### src/rtl/io_mtimer.sv
// io_mtimer: memory-mapped machine timer (64-bit mtime/mtimecmp with prescaler)
// plus a small GPIO block, sitting on the core's word-addressed IO port.
//
// Ports:
//   clk, reset     single clock domain, asynchronous active-high reset
//   io_addr        byte address, bits [1:0] ignored
//   io_en, io_we   one-cycle access strobe and write qualifier
//   io_data_write  full-word write data
//   io_data_read   read data, registered one cycle after the read strobe
//   irq_mtimecmp   registered level interrupt: IE & (mtime >= mtimecmp)
//   gpio_out       GPIO output register
//   gpio_in        asynchronous GPIO inputs, double-flop synchronized
module io_mtimer #(
    parameter int unsigned GPIO_W       = 8,
    parameter logic [31:0] PRESCALE_RST = 32'd0,
    parameter logic [63:0] CMP_RST      = 64'hFFFF_FFFF_FFFF_FFFF
) (
    input  logic              clk,
    input  logic              reset,
    input  logic [7:0]        io_addr,
    input  logic              io_en,
    input  logic              io_we,
    input  logic [31:0]       io_data_write,
    output logic [31:0]       io_data_read,
    output logic              irq_mtimecmp,
    output logic [GPIO_W-1:0] gpio_out,
    input  logic [GPIO_W-1:0] gpio_in
);

    localparam int unsigned DATA_W = 32;
    localparam int unsigned WORD_W = 6;

    localparam logic [WORD_W-1:0] A_MTIME_LO = 6'h00;
    localparam logic [WORD_W-1:0] A_MTIME_HI = 6'h01;
    localparam logic [WORD_W-1:0] A_CMP_LO   = 6'h02;
    localparam logic [WORD_W-1:0] A_CMP_HI   = 6'h03;
    localparam logic [WORD_W-1:0] A_CTRL     = 6'h04;
    localparam logic [WORD_W-1:0] A_PRESCALE = 6'h05;
    localparam logic [WORD_W-1:0] A_GPIO_OUT = 6'h06;
    localparam logic [WORD_W-1:0] A_GPIO_IN  = 6'h07;

    logic [63:0]       r_mtime;
    logic [31:0]       r_hi_shadow;
    logic [63:0]       r_cmp;
    logic [1:0]        r_ctrl;        // [0]=EN, [1]=IE
    logic [31:0]       r_prescale;
    logic [31:0]       r_cnt;
    logic [GPIO_W-1:0] r_gpio_out;
    logic [GPIO_W-1:0] r_gpio_sync1;
    logic [GPIO_W-1:0] r_gpio_sync2;
    logic [DATA_W-1:0] r_rdata;
    logic              r_irq;

    logic [WORD_W-1:0] w_word;
    logic              w_wr;
    logic              w_rd;
    logic              w_tick;
    logic [DATA_W-1:0] w_rdata;
    logic              w_unused_addr;

    assign w_word        = io_addr[7:2];
    assign w_wr          = io_en & io_we;
    assign w_rd          = io_en & ~io_we;
    assign w_unused_addr = ^io_addr[1:0];

    // Prescaler terminal count: advance mtime this cycle.
    assign w_tick = r_ctrl[0] && (r_cnt == r_prescale);

    // Read mux; sees pre-update register values, so a tick cycle reads the old mtime.
    always_comb begin
        w_rdata = '0;
        case (w_word)
            A_MTIME_LO: w_rdata = r_mtime[31:0];
            A_MTIME_HI: w_rdata = r_hi_shadow;
            A_CMP_LO:   w_rdata = r_cmp[31:0];
            A_CMP_HI:   w_rdata = r_cmp[63:32];
            A_CTRL:     w_rdata = DATA_W'(r_ctrl);
            A_PRESCALE: w_rdata = r_prescale;
            A_GPIO_OUT: w_rdata = DATA_W'(r_gpio_out);
            A_GPIO_IN:  w_rdata = DATA_W'(r_gpio_sync2);
            default:    w_rdata = '0;
        endcase
    end

    // Read data register and MTIME_HI shadow captured alongside a MTIME_LO read.
    always_ff @(posedge clk or posedge reset) begin
        if (reset) begin
            r_rdata     <= '0;
            r_hi_shadow <= '0;
        end else if (w_rd) begin
            r_rdata <= w_rdata;
            if (w_word == A_MTIME_LO) begin
                r_hi_shadow <= r_mtime[63:32];
            end
        end
    end

    // Prescale counter; a PRESCALE write restarts the count.
    always_ff @(posedge clk or posedge reset) begin
        if (reset) begin
            r_cnt <= '0;
        end else if (w_wr && (w_word == A_PRESCALE)) begin
            r_cnt <= '0;
        end else if (r_ctrl[0]) begin
            r_cnt <= w_tick ? 32'd0 : r_cnt + 32'd1;
        end
    end

    // mtime: a software write to either half beats the tick increment, with no carry.
    always_ff @(posedge clk or posedge reset) begin
        if (reset) begin
            r_mtime <= '0;
        end else if (w_wr && (w_word == A_MTIME_LO)) begin
            r_mtime[31:0] <= io_data_write;
        end else if (w_wr && (w_word == A_MTIME_HI)) begin
            r_mtime[63:32] <= io_data_write;
        end else if (w_tick) begin
            r_mtime <= r_mtime + 64'd1;
        end
    end

    // Configuration registers.
    always_ff @(posedge clk or posedge reset) begin
        if (reset) begin
            r_cmp      <= CMP_RST;
            r_ctrl     <= '0;
            r_prescale <= PRESCALE_RST;
            r_gpio_out <= '0;
        end else if (w_wr) begin
            case (w_word)
                A_CMP_LO:   r_cmp[31:0]  <= io_data_write;
                A_CMP_HI:   r_cmp[63:32] <= io_data_write;
                A_CTRL:     r_ctrl       <= io_data_write[1:0];
                A_PRESCALE: r_prescale   <= io_data_write;
                A_GPIO_OUT: r_gpio_out   <= io_data_write[GPIO_W-1:0];
                default:    ;
            endcase
        end
    end

    // GPIO input synchronizer and interrupt compare.
    always_ff @(posedge clk or posedge reset) begin
        if (reset) begin
            r_gpio_sync1 <= '0;
            r_gpio_sync2 <= '0;
            r_irq        <= 1'b0;
        end else begin
            r_gpio_sync1 <= gpio_in;
            r_gpio_sync2 <= r_gpio_sync1;
            r_irq        <= r_ctrl[1] && (r_mtime >= r_cmp);
        end
    end

    assign io_data_read = r_rdata;
    assign irq_mtimecmp = r_irq;
    assign gpio_out     = r_gpio_out;

endmodule

### config.mk
export PLATFORM = sky130hd
export DESIGN_NAME = io_mtimer
export DESIGN_NICKNAME = d
export VERILOG_FILES = /design/src/rtl/io_mtimer.sv
export SDC_FILE = /design/constraint.sdc
export NUM_CORES = 1
export LEC_CHECK = 0
export CAP_MARGIN = 10
export CELL_PAD_IN_SITES_DETAIL_PLACEMENT = 0
export CELL_PAD_IN_SITES_GLOBAL_PLACEMENT = 1
export CORE_MARGIN = 2
export CORE_UTILIZATION = 43
export DETAILED_ROUTE_END_ITERATION = 16
export PLACE_DENSITY = 0.74
export SYNTH_ARGS = -nofsm -noshare
export SYNTH_HDL_FRONTEND = slang
export SYNTH_SLANG_ARGS = --single-unit
### constraint.sdc
create_clock -name clk -period 10.21 [get_ports clk]
set_input_delay 2.5525 -clock clk [delete_from_list [all_inputs] [get_ports clk]]
set_output_delay 2.5525 -clock clk [all_outputs]
set_load 0.05 [all_outputs]
# Yosys cells after proc, flatten, opt, wreduce, memory -nomap -nowiden
# Cells that the tools add are included.
[word_totals] elab_cells=54 regBits=283 output_inout_bits=41
[classes] magnitude_cmp=1 n_mux=8 addsub=2 bitwise=4 reduce_logical=17 n_eq_ne=9
[op_table] op="$pmux W32 S8" n=1
[op_table] op="$mux W32" n=6
[op_table] op="$add A64 B1 Y64 const B" n=1
[op_table] op="$ge A64 B64 Y1" n=1
[op_table] op="$mux W64" n=1
[op_table] op="$add A32 B1 Y32 const B" n=1
[op_table] op="$eq A32 B32 Y1" n=1
[op_table] op="$eq A6 B3 Y1 const B" n=4
[op_table] op="$reduce_and A2 Y1" n=8
[op_table] op="$eq A6 B2 Y1 const B" n=2
[op_table] op="$eq A6 B1 Y1 const B" n=1
[op_table] op="$logic_not A6 Y1" n=1
[op_table] op="$reduce_bool A2 Y1" n=3
[op_table] op="$logic_and A1 B1 Y1" n=5
[op_table] op="$and A1 B1 Y1" n=2
[op_table] op="$ne A2 B2 Y1 const B" n=1
[op_table] op="$not A1 Y1" n=2

# Logic depth before layout (Yosys ltp)
# Gate-level depths: netlist (run 1).
[depth] depth_word=5 depth_mapped=12 depth_no_buf=9

# Least setup slack after synthesis (run 1)
# Ideal clock, no wire load.
[synth_path] path_type="input-to-reg" start="input port io_addr[7]" end="register r_hi_shadow[0]" setup_slack_ns=5.707 path_stages=7 setup_time_ns=0.125 path_buffers=3 t_arrival_ns=4.378 cell_sequence="or3_4 > buf_6 > or3_1 > clkbuf_1 > nor3_2 > buf_2 > mux2_2"
[synth_via] elab_chain_cells=2
[synth_rtl] element="start: declaration" line_no="20" text="input logic [7:0] io_addr,"
[synth_rtl] element="$logic_not A6 Y1" line_no="92" text="if (w_word == A_MTIME_LO) begin"
[synth_rtl] element="$reduce_and A2 Y1 (no source line)"
[synth_rtl] element="end signal: assignment" line_no="93" text="r_hi_shadow <= r_mtime[63:32];"
[synth_rtl] element="end: declaration" line_no="43" text="logic [31:0] r_hi_shadow;"
# No other way between the ends.
# A chain may end at the register's enable or synchronous reset.

# Worst setup path after layout (run 1)
[layout_path] start="input port io_addr[2]" end="register r_mtime[24]"
[layout_via] elab_chain_cells=4 word_cells_on_any_way=8 classes_between="eq/ne: 2; mux: 1; reduce/logical: 5"
[layout_rtl] element="$eq A6 B1 Y1 / $logic_not A6 Y1 (equally long branches)" line_no="115, 113"
[layout_rtl] element="$logic_and A1 B1 Y1 (on tied branches)" line_no="115, 113"
[layout_rtl] element="$ne A2 B2 Y1 (no source line) / $reduce_bool A2 Y1 (equally long branches)"
[layout_rtl] element="$reduce_and A2 Y1 (no source line)"
[layout_rtl] element="end signal: assignment" line_no="114" text="r_mtime[31:0] <= io_data_write;"
[layout_rtl] element="end signal: assignment" line_no="118" text="r_mtime <= r_mtime + 64'd1;"
[layout_rtl] element="end: declaration" line_no="42" text="logic [63:0] r_mtime;"
# Several ways; a longest one is shown, not always the timed one.

==> results.sh, run 1 <==
export IMPL_slowest_stage="buf_4"
export IMPL_cts_htree_levels=2
export IMPL_end_kind="register"
export IMPL_slew_violations=0
export IMPL_cts_tree="done"
export IMPL_ys_ff_latch=283
export IMPL_synth_distinct_cells=58
export IMPL_synth_edf_count=0
export IMPL_ys_seq_area_share_pct=46.6
export IMPL_fill_cells=3203
export IMPL_synth_area_leaders="dfrtp_1 (36%), dfstp_2 (11%), mux2_2 (7.8%)"
export IMPL_syn_cell_area_um2=15400
export IMPL_seqCellArea_um2=7160
export IMPL_drtAntennaViolNets=0
export IMPL_async_flop_share_pct=100
export IMPL_start_util_pct=43.5
export IMPL_ys_warnings_count=0
export IMPL_grt_pass1_wl_um=69000
export IMPL_drtPass1Iterations=5
export IMPL_crit_type="primary input to register"
export IMPL_root_buffer="clkbuf_16"
export IMPL_yosysTopAreaCell="dfrtp_1"
export IMPL_slowest_delay_ps=630
export IMPL_via_per_inst=5.66
export IMPL_vias=11700
export IMPL_port_buffers=90
export IMPL_synth_most_common_cell="dfrtp_1"
export IMPL_syn_avg_cell_area_um2=10.2
export IMPL_nNetsFinal=1692
export IMPL_routed_wirelength_um=44300
export IMPL_rsz0062_at_grt="no"
export IMPL_final_util_pct=50.4
export IMPL_n_antenna_cell=0
export IMPL_min_period_ps=5270
export IMPL_dpl_instance_area_um2=16700
export IMPL_chipHeight_um=193
export IMPL_max_vdd_ir_drop_uv=111
export IMPL_cts_sinks=283
export IMPL_grt_pass1_vias=11500
export IMPL_power_per_cell_area_nw_per_um2=168
export IMPL_path_max_fanout=78
export IMPL_design_area_um2=17800
export IMPL_max_cap_violations=0
export IMPL_insertion_delay_ps=510
export IMPL_syn_inst=1506
export IMPL_relSlewSlack_pct=23.2
export IMPL_startpoint_type="primary input"
export IMPL_die_w_um=193
export IMPL_antenna_found_initial=1
export IMPL_cp_cell_sequence="buf_2 -> buf_4 -> nor2b_1 -> nor2b_1 -> and3_2 -> buf_4 -> nor2_1 -> nand3_1 -> xor2_1 -> o21ai_0"
export IMPL_hold_violations=0
export IMPL_areaGrowthSynthToFinish_pct=15.9
export IMPL_postCtsSetupRepairBufs=0
export IMPL_setup_viol=0
export IMPL_grt_start_max_net_pins=79
export IMPL_multi_input_area_um2=7650
export IMPL_dp_slack_ps=4450
export IMPL_cts_repair_resized=0
export IMPL_postCtsHoldBufs=0
export IMPL_post_drt_wl_per_cell_um=21.5
export IMPL_drt_iter0_drc=885
export IMPL_clock_path_buffers=3
export IMPL_finalSetupTns_ps=0
export IMPL_ys_top_cells_by_count="dfrtp_1 (219), nand2_1 (177), o21ai_0 (132)"
export IMPL_timing_final_ws_setup_ps=4940
export IMPL_fmax_mhz=190
export IMPL_die_area_um2=37300
export IMPL_cp_required_ps=10570
export IMPL_grt_ovfl_total=0
export IMPL_rows=69
export IMPL_power_leakage_nw=7.50
export IMPL_hold_class="register to register"
export IMPL_synth_ff_type="dfrtp_1"
export IMPL_core_um2=35400
export IMPL_tightest_slew_ps=1150
export IMPL_clock_skew_ps=13.1
export IMPL_cp_arrival_ps=5630
export IMPL_dp_hpwl_um=31200
export IMPL_status="finished clean"
export IMPL_gp_congestion=0.884
export IMPL_grtUsageTotal_pct=24.4
export IMPL_fin_crit_sh_pct=51.6
export IMPL_clkTransAtPathRegs_ps=60
export IMPL_synth_top_area_share_pct=35.6
export IMPL_drc=0
export IMPL_drive_gt1_share_pct=18.5
export IMPL_io_pins=93
export IMPL_cts_made_buffers=34
export IMPL_synth_fp_nets=1624
==> registers in the layout, indices dropped and copies added (netlist names), 32 cells and up <==
register / count
io_data_read: 32
r_cmp: 64
r_cnt: 32
r_hi_shadow: 32
r_mtime: 64
r_prescale: 32
==> layout by cell type (no fill, tap or decap), types with 17 or more instances in the layout <==
cell type | netlist | routed
nor2b_1 | 30 | 30
mux2_2 | 107 | 107
nor4_1 | 24 | 23
dfstp_2 | 64 | 64
xnor2_1 | 74 | 74
inv_1 | 77 | 76
mux4_2 | 25 | 25
clkbuf_16 | 0 | 37
o21ai_0 | 132 | 132
nand3_1 | 42 | 40
buf_4 | 0 | 17
nand4_1 | 46 | 46
xor2_1 | 28 | 28
dfrtp_1 | 219 | 219
ha_1 | 66 | 66
nor2_1 | 69 | 68
nand2_1 | 177 | 177
a21oi_1 | 66 | 66
clkdlybuf4s50_1 | 0 | 88
nor3_1 | 33 | 31
==> through the flow <==
stage | std cells | hold WS, ps | power (mW)
6_report | 2060 | 339 | 2.99
5_1_grt | 2060 | 348 | 3.12
4_1_cts | 2060 | 341 | 3.01
3_5_place_dp | 1999 | 336 | 1.78
3_3_place_gp | 1999 | 335 | 1.77
2_1_floorplan | 1506 | 331 | 1.61
==> kinds of logic (layout without fill, tap and decap cells) <==
group,after synthesis,in the layout,share of synthesized area (%)
adders and majority gates,66,66,5.37
buffers and inverters,152,245,3.94
muxes,141,141,12.1
and+or+nand+nor,499,499,16.5
AOI/OAI and AO/OA,263,263,9.73
xor gates and xnor gates,102,102,5.81
DFF,283,283,46.6
==> power by group <==
group          leakage, nW  total, mW  switching [mW]  internal (mW)
Clock                0.570       1.22           0.477          0.745
Sequential            3.52       1.34           0.108           1.23
Combinational         3.40      0.427           0.235          0.191
Total                 7.50       2.99           0.821           2.17
==> path summary, 6_finish.rpt <==
check	startpoint	to	slack, ps	cells past startpoint
setup / recovery	io_addr[2]	r_mtime[24]	4940	10
hold / removal	r_gpio_sync1[2]	r_gpio_sync2[2]	340	0
setup reg to reg	r_prescale[24]	r_mtime[26]	6930	7
max in group asynchronous	reset	r_gpio_sync2[0]	6110	4
hold reg to reg	r_gpio_sync1[2]	r_gpio_sync2[2]	340	0
min in group asynchronous	reset	io_data_read[18]	2310	2
==> area by class of cell <==
class                   count  area share, %
inverters                  77           1.64
flip-flops and latches    283           40.2
multi-input cells        1071           42.9
clock buffers              48           5.70
clock inverters            13          0.645
well taps                 461           3.23
repair buffers            107           5.71
==> critical path, delay by kind of cell <==
kind | cells | cell delay (ps)
simple gates | 5 | 1520
buf+inv | 3 | 1270
compound gates | 1 | 80
xor+xnor | 1 | 150
==> routing by layer <==
layer	vias up	wire, µm	track usage (%)
met5	-	0	0
met2	250	20300	38.5
met1	5868	21300	36.0
met3	54	1890	3.10
li1	5496	-	-
met4	0	833	5.45
No activity file was read; power rests on OpenSTA's default activity.
==> inputs of run 2 (changes only) <==
clock period = 4.3 ns   (was 10.21 ns; I/O delays follow)
==> run 2 against run 1 <==
Effect of this change: global-route usage is essentially flat; clock-buffer cell count grew 1; die area is the same; cell count grew 0.44%; setup slack lost 3900 ps; clock power grew 140%; power grew 140%; first-iteration DRC count shrank 11%; sequential power grew 140%; combinational power grew 140%; design area grew 0.72%; critical path type unchanged; non-clock buffer count grew 10.
==> results.sh, run 2 (same netlist as run 1, synthesis figures left out) <==
export IMPL_status="finished clean"
export IMPL_rsz0062_at_grt="no"
export IMPL_postCtsSetupRepairBufs=0
export IMPL_min_period_ps=3310
export IMPL_n_antenna_cell=0
export IMPL_dp_hpwl_um=32400
export IMPL_insertion_delay_ps=510
export IMPL_drtAntennaViolNets=0
export IMPL_chipHeight_um=193
export IMPL_vias=11700
export IMPL_grt_pass1_vias=11800
export IMPL_tightest_slew_ps=737
export IMPL_drive_gt1_share_pct=18.8
export IMPL_final_cells=2069
export IMPL_port_buffers=90
export IMPL_setup_viol=0
export IMPL_grt_pass1_wl_um=69100
export IMPL_cts_htree_levels=2
export IMPL_hold_violations=0
export IMPL_reg_top3="r_cmp (64), r_mtime (64)"
export IMPL_grt_ovfl_total=0
export IMPL_start_util_pct=43.5
export IMPL_startpoint_type="primary input"
export IMPL_core_um2=35400
export IMPL_slowest_delay_ps=580
export IMPL_areaGrowthSynthToFinish_pct=16.8
export IMPL_grtUsageTotal_pct=24.4
export IMPL_hold_class="register to register"
export IMPL_post_drt_wl_per_cell_um=21.5
export IMPL_routed_wirelength_um=44500
export IMPL_clock_skew_ps=16.1
export IMPL_rows=69
export IMPL_final_cell_mix="dfrtp_1 (219), nand2_1 (177), o21ai_0 (132)"
export IMPL_max_cap_violations=0
export IMPL_nNetsFinal=1702
export IMPL_drtPass1Iterations=5
export IMPL_fmax_mhz=302
export IMPL_cpMostUsedCell="nor3_1"
export IMPL_cts_tree="done"
export IMPL_crit_type="primary input to register"
export IMPL_max_vdd_ir_drop_uv=260
export IMPL_drt_iter0_drc=789
export IMPL_finalSetupTns_ps=0
export IMPL_cp_cell_sequence="clkdlybuf4s50_1 -> nor3_1 -> nand2b_1 -> or4_1 -> nand2_1 -> nor3_1 -> a311oi_1 -> nor3_1"
export IMPL_cpLargestDelayFamily="simple AND/OR/NAND/NOR gates"
export IMPL_power_per_cell_area_nw_per_um2=396
export IMPL_root_buffer="clkbuf_16"
export IMPL_cp_arrival_ps=3700
export IMPL_die_area_um2=37300
export IMPL_power_leakage_nw=7.55
export IMPL_clkTransAtPathRegs_ps=60
export IMPL_dp_cells=2009
export IMPL_gp_congestion=0.890
export IMPL_path_max_fanout=9
export IMPL_drc=0
export IMPL_clock_path_buffers=3
export IMPL_cts_repair_resized=0
export IMPL_via_per_inst=5.68
export IMPL_end_kind="register"
export IMPL_crit_buf_inv=1
export IMPL_cts_sinks=283
export IMPL_relSlewSlack_pct=50.7
export IMPL_postCtsHoldBufs=0
export IMPL_fin_crit_sh_pct=77.0
export IMPL_slew_violations=0
export IMPL_cts_made_buffers=34
export IMPL_io_pins=93
export IMPL_slowest_stage="or4_1"
export IMPL_grt_start_max_net_pins=121
export IMPL_cp_required_ps=4690
export IMPL_antenna_found_initial=0
export IMPL_final_common_cell="dfrtp_1"
export IMPL_die_w_um=193
## run 2: cell count changes in the layout (fill, tap and decap cells not counted)
cell | previous run | this run
buf_12 | 0 | 5
clkbuf_8 | 5 | 6
bufinv_16 | 2 | 3
clkinv_2 | 11 | 7
clkbuf_1 | 6 | 8
inv_6 | 0 | 1
buf_4 | 17 | 22
clkbuf_16 | 37 | 35
## run 2: report_power, final
group / internal (mW) / switching, mW / total (mW)
Sequential: 2.93 / 0.256 / 3.18
Clock: 1.78 / 1.14 / 2.92
Combinational: 0.459 / 0.559 / 1.02
Total: 5.16 / 1.96 / 7.12
## run 2: layout make-up
class | count | area [µm²]
timing repair buffer | 117 | 1160
inverter | 77 | 293
fill | 3219 | 17400
clock buffer | 49 | 988
clock inverter | 11 | 134
multi-input combinational | 1071 | 7650
tap | 461 | 577
sequential | 283 | 7160
## run 2: worst paths after layout
path / startpoint / to / slack (ps) / depth (start not counted)
setup / recovery: io_addr[7] / r_mtime[54] / 990 / 8
hold / removal: r_gpio_sync1[2] / r_gpio_sync2[2] / 350 / 0
setup reg to reg: r_prescale[24] / r_mtime[27] / 1040 / 7
hold reg to reg: r_gpio_sync1[2] / r_gpio_sync2[2] / 350 / 0
max in group asynchronous: reset / gpio_out[5] / 2500 / 3
min in group asynchronous: reset / io_data_read[20] / 860 / 2
## run 2: per-layer routing
layer / vias to the layer above / track usage (%) / share of wire [%]
li1: 5506 / - / -
met1: 5895 / 34.5 / 46
met2: 287 / 38.9 / 46
met3: 59 / 4.11 / 5.1
met4: 0 / 6.76 / 2.5
met5: - / 0 / 0
## run 2: worst reg2reg max path, stage by stage, from the launching register on
cell	delay (ps)
dfrtp_1	480
xnor2_1	380
nand4_1	160
nor4_2	350
nand3_2	590
nor4_1	860
nand3b_1	160
a31oi_1	200
## run 2: stage by stage
step	instance area [µm²]	utilization [%]	power (mW)	worst slack [ps]	hold slack (ps)
floorplan	15400	-	3.83	-472	331
global placement	16800	47.6	4.21	491	337
detailed placement	16800	47.6	4.24	471	339
CTS	18000	50.7	7.17	1000	347
global route	18000	50.7	7.43	835	347
finish	18000	50.7	7.12	990	348
